$ cat config.mk
export PLATFORM = sky130hd
export DESIGN_NAME = reg_file_sb
export DESIGN_NICKNAME = d
export VERILOG_FILES = /design/src/rtl/reg_file_sb.sv
export SDC_FILE = /design/constraint.sdc
export NUM_CORES = 2
export LEC_CHECK = 0
export ABC_CLOCK_PERIOD_IN_PS = 3000
export CAP_MARGIN = 40
export CORE_MARGIN = 2
export CORE_UTILIZATION = 55
export DETAILED_ROUTE_END_ITERATION = 12
export PLACE_DENSITY = 0.72
export SETUP_SLACK_MARGIN = 0.4
export SYNTH_ARGS = -nofsm -noshare
export SYNTH_HDL_FRONTEND = slang
export SYNTH_SLANG_ARGS = --single-unit
$ cat constraint.sdc
create_clock -name Clock -period 3 [get_ports Clock]
set_input_delay 0.6 -clock Clock [delete_from_list [all_inputs] [get_ports Clock]]
set_output_delay 0.6 -clock Clock [all_outputs]
set_load 0.01 [all_outputs]
$ cat src/rtl/reg_file_sb.sv
// ---------------------------------------------------------------------------
// reg_file_sb
//
// Integer register file for the pipelined core, with a built-in scoreboard.
// The scoreboard holds one busy bit per register. Issue marks the destination
// busy, writeback clears it, and flush clears every bit. Reads are
// combinational, and a same-cycle writeback can optionally be forwarded to
// the read ports. Operand values and hazard flags go to the issue stage.
//
// Parameters:
//   XLEN     - data width of each register
//   NREGS    - number of architectural registers (power of two, 2..64)
//   AW       - register address width, derived from NREGS
//   NRD      - number of read ports (1..4)
//   ZERO_REG - 1: register 0 reads zero, ignores writes, never busy
//   BYPASS   - 1: same-cycle write forwards to matching read ports
//
// Ports:
//   Clock       - system clock, rising edge
//   nReset      - asynchronous active-low reset
//   we          - writeback enable
//   waddr       - writeback destination
//   wdata       - writeback data
//   raddr       - packed read addresses, port i = [i*AW +: AW]
//   rdata       - packed read data, port i = [i*XLEN +: XLEN]
//   rbusy       - per-port flag: operand still has an outstanding producer
//   issue_valid - an instruction issued this cycle
//   issue_rd    - destination register of the issued instruction
//   flush       - pipeline flush, clears all busy bits
//   busy_vec    - registered busy bits (debug/perf, no bypass applied)
// ---------------------------------------------------------------------------
module reg_file_sb #(
    parameter int  XLEN     = 32,
    parameter int  NREGS    = 32,
    localparam int AW       = $clog2(NREGS),
    parameter int  NRD      = 2,
    parameter bit  ZERO_REG = 1'b1,
    parameter bit  BYPASS   = 1'b1
) (
    input  logic                Clock,
    input  logic                nReset,
    input  logic                we,
    input  logic [AW-1:0]       waddr,
    input  logic [XLEN-1:0]     wdata,
    input  logic [NRD*AW-1:0]   raddr,
    output logic [NRD*XLEN-1:0] rdata,
    output logic [NRD-1:0]      rbusy,
    input  logic                issue_valid,
    input  logic [AW-1:0]       issue_rd,
    input  logic                flush,
    output logic [NREGS-1:0]    busy_vec
);

    logic [XLEN-1:0]  regs_q [NREGS];
    logic [XLEN-1:0]  regs_d [NREGS];
    logic [NREGS-1:0] busy_q;
    logic [NREGS-1:0] busy_d;

    logic [AW-1:0]    rAddr  [NRD];
    logic [NRD-1:0]   isZero;
    logic [NRD-1:0]   fwd;
    logic             wrZero;
    logic             wrEn;

    // Writes to the hardwired zero register are dropped entirely.
    assign wrZero = ZERO_REG && (waddr == '0);
    assign wrEn   = we && !wrZero;

    // Per-port address decode. A port forwards when it is reading the
    // register that is being written this cycle. The zero register never
    // forwards, because wrEn is already low for it.
    for (genvar g = 0; g < NRD; g++) begin : gPortDecode
        assign rAddr[g]  = raddr[g*AW +: AW];
        assign isZero[g] = ZERO_REG && (rAddr[g] == '0);
        assign fwd[g]    = BYPASS && wrEn && (waddr == rAddr[g]);
    end

    // Next register contents: only the single writeback port can modify
    // the array.
    always_comb begin
        regs_d = regs_q;
        if (wrEn) begin
            regs_d[waddr] = wdata;
        end
    end

    // Scoreboard next state. Flush wins over everything and discards a
    // same-cycle issue. Otherwise the clear from writeback is applied first
    // and the set from issue second. When both target the same register,
    // the new producer keeps the register busy. Bit 0 is forced low when
    // register 0 is hardwired.
    always_comb begin
        busy_d = busy_q;
        if (flush) begin
            busy_d = '0;
        end else begin
            if (we) begin
                busy_d[waddr] = 1'b0;
            end
            if (issue_valid) begin
                busy_d[issue_rd] = 1'b1;
            end
        end
        if (ZERO_REG) begin
            busy_d[0] = 1'b0;
        end
    end

    // State registers. Reset clears them asynchronously, independent of
    // the clock.
    always_ff @(posedge Clock or negedge nReset) begin
        if (!nReset) begin
            for (int k = 0; k < NREGS; k++) begin
                regs_q[k] <= '0;
            end
            busy_q <= '0;
        end else begin
            regs_q <= regs_d;
            busy_q <= busy_d;
        end
    end

    // Combinational read ports. Outputs are held at zero while reset is
    // asserted, so a forwarded wdata cannot leak out during reset. A port
    // that forwards reports not-busy, because its operand arrives this cycle.
    always_comb begin
        rdata = '0;
        rbusy = '0;
        for (int i = 0; i < NRD; i++) begin
            if (nReset && !isZero[i]) begin
                if (fwd[i]) begin
                    rdata[i*XLEN +: XLEN] = wdata;
                end else begin
                    rdata[i*XLEN +: XLEN] = regs_q[rAddr[i]];
                end
                rbusy[i] = !fwd[i] && busy_q[rAddr[i]];
            end
        end
    end

    assign busy_vec = busy_q;

endmodule

**Word level (Yosys, flattened, before mapping)**

Index checks and enable logic that the tools add are counted.
Widths: inputs -> output; s select.

- Latch bits: 0
- Memory bits (read-only): 0
- Memories kept: 0
- Bits of input ports: 57
- RAM bits: 0
- Output and inout port bits: 98
- Register bits: 1055

- Add/subtract/negate cells: 0
- Muxes and demuxes: 27
- Divide/modulo/power cells: 0
- Shift operators: 0
- Eq/ne operators: 2
- Bitwise gates (word level): 6
- Order comparisons: 10
- Reduce and logical (&&, ||, !) cells: 18
- $mul: 0

Operators with widths:

| cell | count |
|---|---|
| $bwmux 1024 | 1 |
| $mux 32 | 13 |
| $bmux 32 s5 | 2 |
| $demux 32 s5 | 1 |
| $and 32x32->32 | 1 |
| $not 32->32 | 1 |
| $or 32x32->32 | 1 |
| $lt 5x6->1 const B | 4 |
| $ge 6x6->1 const B | 3 |
| $not 5->6 | 3 |
| $logic_not 5->1 | 3 |
| $bmux 1 s5 | 2 |
| $demux 1 s5 | 2 |
| $eq 5x5->1 | 2 |
| $ge 5x1->1 const B | 2 |
| $logic_and 1x1->1 | 10 |
| $lt 6x1->1 const B | 1 |
| $mux 1 | 6 |
| $logic_not 1->1 | 5 |

**Logic depth before layout (Yosys ltp)**

- Depth in word-level cells: 11
- Mapped depth: 9
- Mapped depth without buffers: 5

**Least setup slack after synthesis**

No wires, ideal clock.

- Path kind: input-to-output
- From: input raddr[6]
- To: output rdata[37]
- Arrival time: 2.244 ns
- Path buffers: 4
- Stages on the path: 8
- Data required time: 2.400 ns
- Setup slack: 0.156 ns
- Cell sequence: buf_6 -> buf_6 -> buf_6 -> clkbuf_1 -> mux4_2 -> a22oi_1 -> nand2_1 -> a221o_1

- Longest elaborated chain between the ends: 6

RTL lines:

| what | line | source |
|---|---|---|
| start, declared | 45 | `input logic [NRD*AW-1:0] raddr,` |
| $not 5->6 (not written as such) | 134 | `rdata[i*XLEN +: XLEN] = regs_q[rAddr[i]];` |
| $bmux 32 s5 | 134 |  |
| $mux 32 (not written as such) (2 in a row) | 134 |  |
| $mux 32 | 131 | `if (fwd[i]) begin` |
| $mux 32 (*) | 130 | `if (nReset && !isZero[i]) begin` |
| end, declared | 46 | `output logic [NRD*XLEN-1:0] rdata,` |

Every way passes the cells marked *; elsewhere a longest branch is shown, timed or not. The select of a mux whose other input is x is not followed.

**Final worst setup path**

- From: register regs_q[318] in the netlist's numbering
- To: output rdata[62]

- Longest elaborated chain between the ends: 5

RTL lines:

| what | line | source |
|---|---|---|
| start, declared | 54 | `logic [XLEN-1:0] regs_q [NREGS];` |
| start signal, assigned | 118 | `regs_q <= regs_d;` |
| $bmux 32 s5 | 134 |  |
| $mux 32 (not written as such) (2 in a row) | 134 |  |
| $mux 32 | 131 |  |
| $mux 32 | 130 |  |

Every way passes these cells. The select of a mux whose other input is x is not followed.

==> run summary <==
Fin. Hold Viols: 0
DRT antenna net count: 0
Final wirelength: 202000 um
Syn_nets: 3954
Clock tree from TritonCTS: built
Largest net degree at the start of global routing: 173
Synthesized instance count: 3897
Fill count: 6687
WHS: 173 ps
Drt drc: 0
Power per cell area: 605 mW/mm^2
P&R area growth vs syn: 25.2%
Critical R2R Launch: regs_q[445]
Nets: 4477
Most common cell after layout, fill and taps aside: dfrtp_1
Flop2flop setup slack: 1930 ps
Max-cap violations: 0
Core Util, Final: 69.7%
Gr usage total: 38.0%
WL met1: 76800 um
WP data arrival: 2670 ps
Slew HR: 30.4%
Crit-path slowest cell: mux4_2
Pleak: 31.6 nW
CTS Buffer Depth: 3
First-pass GRT wire length: 294000 um
Vias/cell: 7.08
Clock slew at reported path FFs: 60 ps
Max Slew Vio Count: 0
Die ar.: 0.106 mm^2
Initial drt markers: 5071
Setup Crit Path Kind: flip-flop to primary output
Setup Skew: 0 ps
CTS root buffer: clkbuf_16
Worst EP required: 2400 ps
Final cycle utilization of the critical path: 109%
Routed wl met3: 24200 um
CP endpoint kind: primary output
Slew @ Worst Pin: 1040 ps
Setup TNS: -9880 ps
GPL Wtd Cong: 0.959
Unique masters post-synth: 53
Fin crit period: 3270 ps
Worst VDD drop: 0.588 mV
Inserted Clock Buffers: 111
Top-Level Pins: 155
Cell depth of the worst flop-to-flop path: 3
Ys async rst share: 100%
Drt pass-1 iters: 6
Num rows: 117
H-tree depth: 3
RSZ-0062 raised after global routing: yes
Max stage delay on crit path: 490 ps
Drt wl/cell: 34.4 um
Via count: 41.6k
Setup ws final: -275 ps
Vias in the first global route: 42.0k
Class of the worst hold path: input pin to async pin
GRT Residual Overflow: 0
Reg2reg end: regs_q[445]
Skew-Pair Late Insertion Delay: 710 ps
YS warnings: 0
Critical-path cell list: mux4_2, nor2b_4, a211oi_2, buf_4, a211oi_2, buf_4, a221o_1, buf_2
Failing checks: setup timing
Status: complete, but fails checks
Die width: 325 um
Part of the Yosys area used for sequential elements: 46.5%
Routed met2 length: 89800 um
Number of synthesized flops with an enable pin: 0
Sink Count: 1055
Mapped Area: 0.0568 mm^2
Initial antenna violation count: 5
Max Fanout on Critical Path: 3
IO Port Bufs: 153
Syn avg cell area: 14.6 um^2
Layout cell share with drive strength beyond 1: 43.0%
Final setup violation count: 66
Starting Density: 55.6%
FMAX: 305 MHz
Core Region: 0.102 mm^2
Top_reg_cell synth: dfrtp_1
Worst setup SP type: flip-flop
Die height: 325 um
Highest Signal Layer: met5
DP Wirelength: 128000 um
Commonest non-fill, non-tap cells in the layout: dfrtp_1, mux2_1, buf_4
Yosys reg bits: 1055
state kept, by name, indices dropped and copies added (netlist names):
register  flops
regs_q     1024
busy_vec     31
critical path, delay by kind of cell, from the launching register on:
family | cells | cell delay, ps
buffers and inverters | 3 | 480
and+or+nand+nor | 1 | 140
muxes | 1 | 490
DFF | 1 | 410
AOI/OAI and AO/OA | 3 | 460
kinds of logic after synthesis:
| family | after synthesis | share of synthesized area [%] |
|---|---|---|
| mux | 1654 | 41.0 |
| other cells | 1 | 0.00661 |
| buf+inv | 461 | 3.95 |
| xor+xnor | 10 | 0.154 |
| flops | 1055 | 46.5 |
| simple gates | 208 | 1.86 |
| compound gates | 508 | 6.49 |
layer usage:
metal / GRT usage, % / up-vias
li1: - / 16172
met1: 51.5 / 22005
met2: 55.1 / 2748
met3: 12.3 / 686
met4: 19.4 / 4
met5: 0 / -
report_power, final:
part	internal (mW)	switching [mW]	total [mW]
registers	16.9	2.05	18.9
logic	5.62	4.31	9.93
clock network	8.19	5.94	14.1
total	30.7	12.3	43.0
repair_timing:
action | 4_1_cts | 5_1_grt
hold buffers | 2 | 0
pin swaps | 134 | 46
hold endpoints to repair | 22 | 0
cloned | 16 | 5
setup endpoints to repair | 66 | 509
resized for setup | 553 | 104
buffers inserted | 112 | 37
cells in the mapped netlist (3+ instances only):
cell	instances	area share, %
and3b_1	4	0.062
mux2_1	720	14
nand2_1	92	0.61
nand3_1	4	0.035
nor2b_1	37	0.41
xnor2_1	10	0.15
a22oi_1	199	2.6
a221oi_1	31	0.48
inv_1	3	0.020
o21ai_1	3	0.026
a21oi_1	101	0.89
o211ai_1	31	0.41
nand3b_1	4	0.053
mux2_2	277	5.5
mux2i_1	218	3.8
and3_1	4	0.044
mux4_2	439	17
nor3b_1	7	0.093
a221o_1	32	0.56
buf_6	24	0.48
nor3_1	3	0.026
dfrtp_1	1055	47
clkbuf_1	208	1.4
a211o_1	30	0.46
a211oi_1	53	0.70
nor2_2	4	0.044
buf_1	27	0.18
buf_2	162	1.4
nor2_1	33	0.22
buf_4	35	0.46
o21ai_0	19	0.17
stage by stage:
stage	instance area (um^2)	worst slack (ps)	std cells	total power, mW
floorplan	57500	334	3897	24.3
global placement	64200	-1200	5502	27.6
detailed placement	64200	-933	5503	27.9
CTS	70200	-272	5836	42.5
global route	71100	-318	5878	44.4
finish	71100	-275	5879	43.0
final cells by class:
cell class	instances	area [um^2]	area share [%]
multi-input combinational	2381	29500	41.5
antenna	1	2.50	0.00352
tap	1368	1710	2.41
clock inverter	26	258	0.363
timing repair buffer	866	9750	13.7
sequential	1055	26400	37.1
inverter	5	21.3	0.0299
clock buffer	177	3460	4.87
worst max path at each step:
stage                 from         to  slack [ps]  depth (start not counted)
2_1_floorplan     raddr[5]  rdata[40]         330                          7
3_3_place_gp      waddr[2]  rdata[62]       -1200                          8
3_5_place_dp      waddr[4]  rdata[16]        -930                         10
4_1_cts        regs_q[318]  rdata[62]        -270                          8
5_1_grt        regs_q[318]  rdata[62]        -320                          8
6_report       regs_q[318]  rdata[62]        -270                          8
No activity file was read; power rests on OpenSTA's default activity.
